<file path="src/rtl/int_ctrl_pkg.sv">
// Shared interrupt-controller definitions: FSM state encodings and
// default vector layout, also used by CP0 and exception logic.
package int_ctrl_pkg;

   typedef enum logic [1:0] {
      IDLE    = 2'd0,
      REQ     = 2'd1,
      SERVICE = 2'd2
   } ic_state_e;

   localparam logic [31:0] VECTOR_BASE_DEF   = 32'h0000_0100;
   localparam logic [31:0] VECTOR_STRIDE_DEF = 32'h0000_0010;

endpackage

</file>
<file path="src/rtl/int_ctrl_prio_enc.sv">
// Fixed-priority encoder: lowest set request index wins.
// Reusable by the exception arbiter.
module prio_enc #(
   parameter int N = 4,
   parameter int W = 2
) (
   input  logic [N-1:0] req_i,
   output logic [W-1:0] idx_o,
   output logic         valid_o
);

   always_comb begin
      idx_o   = '0;
      valid_o = 1'b0;
      for (int i = N - 1; i >= 0; i--) begin
         if (req_i[i]) begin
            idx_o   = W'(i);
            valid_o = 1'b1;
         end
      end
   end

endmodule

</file>
<file path="src/rtl/int_ctrl.sv">
// CPU-side interrupt controller: masks, arbitrates and tracks the
// request / taken / return handshake with the pipeline.
module int_ctrl
   import int_ctrl_pkg::*;
#(
   parameter int                NUM_SRC       = 4,
   parameter int                ID_W          = 2,
   parameter logic [NUM_SRC-1:0] MASK_RESET   = '1,
   parameter logic [31:0]       VECTOR_BASE   = VECTOR_BASE_DEF,
   parameter logic [31:0]       VECTOR_STRIDE = VECTOR_STRIDE_DEF
) (
   input  logic               clk,
   input  logic               reset,
   input  logic [NUM_SRC-1:0] int_i,
   output logic [NUM_SRC-1:0] int_ack_o,
   input  logic               int_en_i,
   input  logic               mask_we_i,
   input  logic [NUM_SRC-1:0] mask_wdata_i,
   output logic [NUM_SRC-1:0] mask_o,
   output logic               irq_o,
   input  logic               irq_taken_i,
   input  logic               eret_i,
   input  logic [31:0]        epc_i,
   output logic [31:0]        epc_o,
   output logic [ID_W-1:0]    cause_o,
   output logic [31:0]        vector_o,
   output logic               in_service_o
);

   localparam logic [NUM_SRC-1:0] ONE = NUM_SRC'(1);

   ic_state_e          state_q;
   logic               irq_q;
   logic               insvc_q;
   logic [NUM_SRC-1:0] ack_q;
   logic [NUM_SRC-1:0] mask_q;
   logic [ID_W-1:0]    cause_q;
   logic [31:0]        epc_q;

   logic [NUM_SRC-1:0] elig;
   logic [ID_W-1:0]    win_idx;
   logic               win_vld;

   assign elig = int_i & mask_q & {NUM_SRC{int_en_i}};

   prio_enc #(
      .N (NUM_SRC),
      .W (ID_W)
   ) u_prio (
      .req_i   (elig),
      .idx_o   (win_idx),
      .valid_o (win_vld)
   );

   always_ff @(posedge clk or posedge reset) begin
      if (reset) begin
         state_q <= IDLE;
         irq_q   <= 1'b0;
         insvc_q <= 1'b0;
         ack_q   <= '0;
         mask_q  <= MASK_RESET;
         cause_q <= '0;
         epc_q   <= '0;
      end else begin
         ack_q <= '0;
         if (mask_we_i)
            mask_q <= mask_wdata_i;
         case (state_q)
            IDLE: begin
               if (win_vld) begin
                  cause_q <= win_idx;
                  irq_q   <= 1'b1;
                  state_q <= REQ;
               end
            end
            REQ: begin
               // taken has priority over a same-cycle withdraw
               if (irq_taken_i) begin
                  epc_q   <= epc_i;
                  ack_q   <= ONE << cause_q;
                  irq_q   <= 1'b0;
                  insvc_q <= 1'b1;
                  state_q <= SERVICE;
               end else if (!elig[cause_q]) begin
                  irq_q   <= 1'b0;
                  state_q <= IDLE;
               end
            end
            SERVICE: begin
               if (eret_i) begin
                  insvc_q <= 1'b0;
                  state_q <= IDLE;
               end
            end
            default: begin
               irq_q   <= 1'b0;
               insvc_q <= 1'b0;
               state_q <= IDLE;
            end
         endcase
      end
   end

   assign int_ack_o    = ack_q;
   assign mask_o       = mask_q;
   assign irq_o        = irq_q;
   assign epc_o        = epc_q;
   assign cause_o      = cause_q;
   assign in_service_o = insvc_q;
   assign vector_o     = VECTOR_BASE + 32'(cause_q) * VECTOR_STRIDE;

endmodule

</file>
<file path="config.mk">
export PLATFORM = sky130hd
export DESIGN_NAME = int_ctrl
export DESIGN_NICKNAME = d
export VERILOG_FILES = /design/src/rtl/int_ctrl_pkg.sv /design/src/rtl/int_ctrl_prio_enc.sv /design/src/rtl/int_ctrl.sv
export SDC_FILE = /design/constraint.sdc
export NUM_CORES = 1
export LEC_CHECK = 0
export CORE_MARGIN = 8
export CORE_UTILIZATION = 41
export CTS_BUF_LIST = sky130_fd_sc_hd__clkbuf_16
export DETAILED_ROUTE_END_ITERATION = 16
export PLACE_DENSITY = 0.85
export RECOVER_POWER = 50
export SYNTH_ARGS = -nofsm -noshare
export SYNTH_HDL_FRONTEND = slang
export SYNTH_SLANG_ARGS = --single-unit
</file>
<file path="constraint.sdc">
create_clock -name clk -period 4.3 [get_ports clk]
set_input_delay 1.29 -clock clk [delete_from_list [all_inputs] [get_ports clk]]
set_output_delay 1.29 -clock clk [all_outputs]
set_load 0.005 [all_outputs]
</file>
==> flow_metrics.py, run 1 <==
metrics = {
    "worst_setup_path": {
        "cp.arrival_ns": 3.29,
        "path_class": "primary input to flip-flop",
        "crit_path_max_incr_delay_ns": 0.88,
        "startpoint": "irq_taken_i",
        "critPathTopFamily": "buffers and inverters",
        "cp.buffers_inverters": 2,
        "startpoint_type": "primary input",
        "r2r_setup_slack_ns": 2.31,
        "rr_worst_depth": 3,
        "r2r_start": "state_q[0]$_DFFE_PP0P_",
        "end_kind": "flip-flop",
        "cp.required_ns": 4.47,
        "r2r-end": "epc_o[25]$_DFFE_PP0P_",
        "path_max_fanout": 37,
        "path_cells": "dlygate4sd3_1, nand3b_1, clkbuf_2, mux2_2",
        "crit_slowest_cell": "clkbuf_2",
        "cp.depth": 4,
        "cp-endpoint": "epc_o[25]$_DFFE_PP0P_",
    },
    "logic_synthesis": {
        "yosysUniqueCellTypes": 22,
        "ys_seq_area_frac": 0.533,
        "synth_seq_cells": 46,
        "syn_area_um2": 2170,
        "yosysWarnings": 0,
        "synth_area_per_cell_um2": 13.4,
        "syn_inst": 162,
    },
    "cells_and_area": {
        "num_antenna_cells": 0,
        "finalNonFillerCells": 322,
        "layout-drive-gt1-share": 0.198,
        "area_growth_pct": 45.2,
        "nets": 297,
        "fill_cells": 428,
    },
    "timing": {
        "tightest_slew_ns": 1.72,
        "slew_viol_final": 47,
        "clock_skew_ns": 0.00591,
        "finalCritPeriodShare": 0.727,
        "rsz0062_at_grt": "false",
        "fmax_mhz": 320,
        "finalHoldViolations": 0,
        "period_needed_ns": 3.12,
        "slew_headroom": -0.145,
        "setup_viol": 0,
        "finalSetupTns_ns": 0,
    },
    "power_and_ir_drop": {
        "power_frac_comb": 0.404,
        "ir_worst_vdd_v": 0.000380,
        "seqPwrFrac": 0.377,
        "power.internal_uw": 1460,
        "clkPwrFrac": 0.219,
        "switching_share": 0.260,
        "p_per_area_nw_per_um2": 627,
        "p_leak_uw": 0.00147,
        "switchingPower_uw": 514,
    },
    "clocking": {
        "cts_setup_buffers": 0,
        "tritoncts": "built",
        "clock-sinks": 46,
        "hold_buffers": 0,
        "cts_resized": 0,
        "clk_latency_ns": 0.28,
        "numCtsBuffers": 5,
        "cts_root_buffer": "clkbuf_16",
        "clockBufferDepth": 2,
        "path_clk_slew_ns": 0.06,
        "htree_levels": 2,
    },
    "floorplan": {
        "floorplan.initialDensity": 0.425,
        "ioPinCount": 122,
        "core_um2": 5110,
        "die_y_um": 88.7,
        "fp.dieArea_um2": 7880,
        "row_count": 26,
        "die_w_um": 88.7,
    },
    "routing": {
        "drt_first_pass_iters": 4,
        "vias_per_cell": 4.44,
        "vias": 1429,
        "ant_nets": 0,
        "drc_errors": 0,
        "drt-total-wl_um": 5190,
        "wl_per_cell_um": 16.1,
        "drt_iter0_markers": 45,
    },
    "flow_run": {
        "drv_cap": 1,
    },
    "worst_hold_path": {
        "hold_path.class": "flip-flop to flip-flop",
    },
    "placed_design": {
        "hpwl_um": 3960,
        "place_congestion": 0.842,
        "dp_cells": 314,
        "numPortBuffers": 91,
    },
    "status": {
        "status": "complete, but fails checks",
        "violations": "max-capacitance violations, max-slew violations",
    },
    "global_route": {
        "antenna_found_initial": 0,
        "grt_pass1_vias": 1499,
        "overflow": 0,
        "grt_max_degree": 47,
        "grt_pass1_wl_um": 7760,
        "grt_use_total": 0.128,
    },
}
-- synth_stat cells --
cell	number	share of area
nand2b_1	2	0.0058
mux2_4	25	0.17
nand3b_1	1	0.0035
nor2_1	3	0.0052
inv_1	5	0.0087
a311oi_1	1	0.0040
nand2_1	9	0.016
o311ai_0	1	0.0040
a31oi_1	3	0.0087
a21oi_1	2	0.0046
mux2_2	12	0.062
o211ai_1	2	0.0069
dfrtp_1	42	0.48
nand4_1	2	0.0058
clkbuf_2	1	0.0023
buf_4	33	0.11
conb_1	2	0.0035
nor3_1	4	0.0092
dfstp_2	4	0.048
buf_6	4	0.021
nand3_1	2	0.0046
o21ai_0	2	0.0046
-- cells in the final DEF, fill, tap and decap left out, drive strengths merged --
cell type,instances
dlygate4sd3,16
o311ai,1
nand3b,1
nand2b,2
nand4,2
nor2,3
dfrtp,42
a311oi,1
dfstp,4
a21oi,2
nand2,9
o21ai,2
mux2,37
nand3,2
nor3,4
clkdlybuf4s50,75
clkbuf,6
o211ai,2
clkinvlp,2
a31oi,3
inv,5
conb,30
bufinv,1
-- metal layers --
layer | vias to the layer above | share of wire | GRT usage
met1 | 689 | 0.40 | 0.145
met2 | 67 | 0.52 | 0.220
met5 | - | 0 | 0
li1 | 666 | - | -
met3 | 7 | 0.072 | 0.0353
met4 | 0 | 0.014 | 0.0476
-- through the flow --
step / cell area [µm²] / total power (µW) / setup WS, ns / hold WS [ns] / util
after floorplan: 2270 / 1120 / 1.93 / 0.491 / -
after global placement: 2980 / 1540 / 1.45 / 0.489 / 0.584
after detailed placement: 2980 / 1570 / 1.42 / 0.495 / 0.584
after CTS: 3150 / 2010 / 1.64 / 0.512 / 0.617
after global routing: 3150 / 2090 / 0.881 / 0.524 / 0.617
final: 3150 / 1970 / 1.18 / 0.508 / 0.617
-- worst min path at each step --
stage	cells after the start	from	end	slack (ns)
finish	1	epc_o[30]$_DFFE_PP0P_	epc_o[30]$_DFFE_PP0P_	0.51
global route	1	epc_o[30]$_DFFE_PP0P_	epc_o[30]$_DFFE_PP0P_	0.52
CTS	1	epc_o[26]$_DFFE_PP0P_	epc_o[26]$_DFFE_PP0P_	0.51
detailed placement	1	epc_o[6]$_DFFE_PP0P_	epc_o[6]$_DFFE_PP0P_	0.49
global placement	1	epc_o[25]$_DFFE_PP0P_	epc_o[25]$_DFFE_PP0P_	0.49
floorplan	2	in_service_o$_DFFE_PP0P_	in_service_o$_DFFE_PP0P_	0.49
-- flip-flops by register name, indices dropped and copies added, names as in the netlist --
name,count
cause_o,2
epc_o,32
irq_o,1
mask_o,4
in_service_o,1
int_ack_o,4
state_q,2
-- power groups by stage --
| stage | Combinational, µW | Sequential [µW] | Clock [µW] |
|---|---|---|---|
| 5_1_grt | 854 | 772 | 465 |
| 3_5_place_dp | 820 | 749 | 0 |
| 4_1_cts | 824 | 746 | 444 |
| 3_3_place_gp | 803 | 740 | 0 |
| 2_1_floorplan | 376 | 745 | 0 |
| 6_report | 798 | 743 | 433 |
-- final cells by class --
type	count	area [µm²]	share of cell area
well taps	70	87.6	0.0278
clock buffers	5	125	0.0397
flip-flops and latches	46	1160	0.367
multi-input cells	101	802	0.255
inverters	5	18.8	0.00596
clock inverters	3	45.0	0.0143
repair buffers	92	916	0.291
-- worst reg2reg max path, delay by kind of cell (launching register included) --
kind | cells | cell delay, ns
buffers and inverters | 1 | 0.88
flip-flops | 1 | 0.43
multiplexers | 1 | 0.45
AND/OR/NAND/NOR | 1 | 0.12
-- cells by family (layout without fill, tap and decap cells) --
logic type,count (synthesis),count (layout),share of synthesized area
multiplexers,37,37,0.235
AO/OA/AOI/OAI,11,11,0.0329
other,2,30,0.00346
buffers and inverters,43,105,0.146
flip-flops,46,46,0.533
AND/OR/NAND/NOR,23,23,0.0496
Power figures use the tool's default switching activity.
==> run 2, diff against run 1 <==
CORE_UTILIZATION = 38   (was 41)
PLACE_DENSITY = 0.8   (was 0.85)
clock period = 2.9 ns   (was 4.3 ns; I/O delays follow)
==> flow_metrics.py, run 2 (synthesis results as in run 1) <==
metrics = {
    "global_route": {
        "grt_max_degree": 25,
        "grt_pass1_wl_um": 8200,
        "grt_pass1_vias": 1596,
        "grt_use_total": 0.121,
        "overflow": 0,
        "antenna_found_initial": 0,
    },
    "worst_setup_path": {
        "path_max_fanout": 24,
        "rr_worst_depth": 3,
        "path_class": "primary input to flip-flop",
        "cp.arrival_ns": 2.57,
        "cp.required_ns": 3.05,
        "critPathTopFamily": "buffers and inverters",
        "crit_slowest_cell": "clkbuf_2",
        "r2r_setup_slack_ns": 1.21,
        "cp.buffers_inverters": 2,
        "crit_path_max_incr_delay_ns": 0.65,
        "startpoint_type": "primary input",
        "path_cells": "dlygate4sd3_1, nand3b_1, clkbuf_2, mux2_4",
        "cp.depth": 4,
        "end_kind": "flip-flop",
    },
    "clocking": {
        "clockBufferDepth": 2,
        "path_clk_slew_ns": 0.06,
        "cts_resized": 0,
        "tritoncts": "built",
        "hold_buffers": 0,
        "htree_levels": 2,
        "cts_root_buffer": "clkbuf_16",
        "clk_latency_ns": 0.27,
        "numCtsBuffers": 5,
        "cts_setup_buffers": 0,
        "clock-sinks": 46,
    },
    "routing": {
        "vias_per_cell": 4.42,
        "drt_iter0_markers": 38,
        "wl_per_cell_um": 15.5,
        "ant_nets": 0,
        "vias": 1441,
        "drt_first_pass_iters": 4,
        "drc_errors": 0,
        "drt-total-wl_um": 5060,
    },
    "cells_and_area": {
        "largest_reg_flops": 32,
        "final_cell_mix": "85 x clkdlybuf4s50_1, 42 x dfrtp_1, 30 x conb_1",
        "mostFrequentLayoutCell": "clkdlybuf4s50_1",
        "nets": 300,
        "num_antenna_cells": 0,
        "layout-drive-gt1-share": 0.185,
        "area_growth_pct": 43.9,
    },
    "timing": {
        "holdWs_ns": 0.495,
        "tightest_slew_ns": 0.820,
        "slew_headroom": 0.453,
        "finalHoldViolations": 0,
        "setup_ws_ns": 0.480,
        "slew_viol_final": 0,
        "fmax_mhz": 413,
        "finalSetupTns_ns": 0,
        "finalCritPeriodShare": 0.834,
        "setup_viol": 0,
        "rsz0062_at_grt": "false",
        "period_needed_ns": 2.42,
        "clock_skew_ns": 0.00488,
    },
    "power_and_ir_drop": {
        "ir_worst_vdd_v": 0.000424,
        "p_leak_uw": 0.00144,
        "fin_total_pwr_uw": 2800,
        "p_per_area_nw_per_um2": 898,
    },
    "flow_run": {
        "drv_cap": 0,
    },
    "floorplan": {
        "ioPinCount": 122,
        "die_y_um": 91.6,
        "row_count": 27,
        "fp.dieArea_um2": 8380,
        "floorplan.initialDensity": 0.394,
        "core_um2": 5510,
        "die_w_um": 91.6,
    },
    "status": {
        "status": "completed",
    },
    "placed_design": {
        "place_ws_ns": 0.565,
        "place_congestion": 0.754,
        "hpwl_um": 4120,
        "numPortBuffers": 91,
    },
    "worst_hold_path": {
        "holdPathStages": 1,
        "hold_path.class": "flip-flop to flip-flop",
    },
}
run 2: layer usage:
layer	wire length [µm]	part of all wire	vias to the layer above	GRT usage
met5	0	0	-	0
met4	40	0.0079	0	0.0327
met3	347	0.069	2	0.0370
met2	2610	0.52	60	0.213
met1	2060	0.41	710	0.137
li1	-	-	669	-
run 2: final timing paths:
path / from / endpoint
max: irq_taken_i / epc_o[15]$_DFFE_PP0P_
max in group asynchronous: reset / in_service_o$_DFFE_PP0P_
min reg2reg: epc_o[3]$_DFFE_PP0P_ / epc_o[3]$_DFFE_PP0P_
min in group asynchronous: reset / epc_o[23]$_DFFE_PP0P_
max reg2reg: state_q[0]$_DFFE_PP0P_ / epc_o[15]$_DFFE_PP0P_
min: epc_o[3]$_DFFE_PP0P_ / epc_o[3]$_DFFE_PP0P_
run 2: area by class of cell:
type,instances,area [µm²]
Inverter,5,18.8
Clock inverter,2,10.0
Sequential cell,46,1160
Timing Repair Buffer,95,931
Clock buffer,5,125
Tap cell,72,90.1
Fill cell,472,2380
Multi-Input combinational cell,101,791
run 2: metrics by stage:
stage / util / std cells / cell area, µm²
2_1_floorplan: - / 190 / 2270
3_3_place_gp: 0.546 / 319 / 3010
3_5_place_dp: 0.546 / 319 / 3010
4_1_cts: 0.571 / 326 / 3140
5_1_grt: 0.567 / 326 / 3120
6_report: 0.567 / 326 / 3120
run 2: power by group:
| part | switching, µW | leakage, µW | total [µW] | internal (µW) |
|---|---|---|---|---|
| clock network | 214 | 0.0000694 | 525 | 311 |
| logic | 343 | 0.000823 | 1180 | 839 |
| registers | 177 | 0.000550 | 1100 | 920 |
| total | 734 | 0.00144 | 2800 | 2070 |
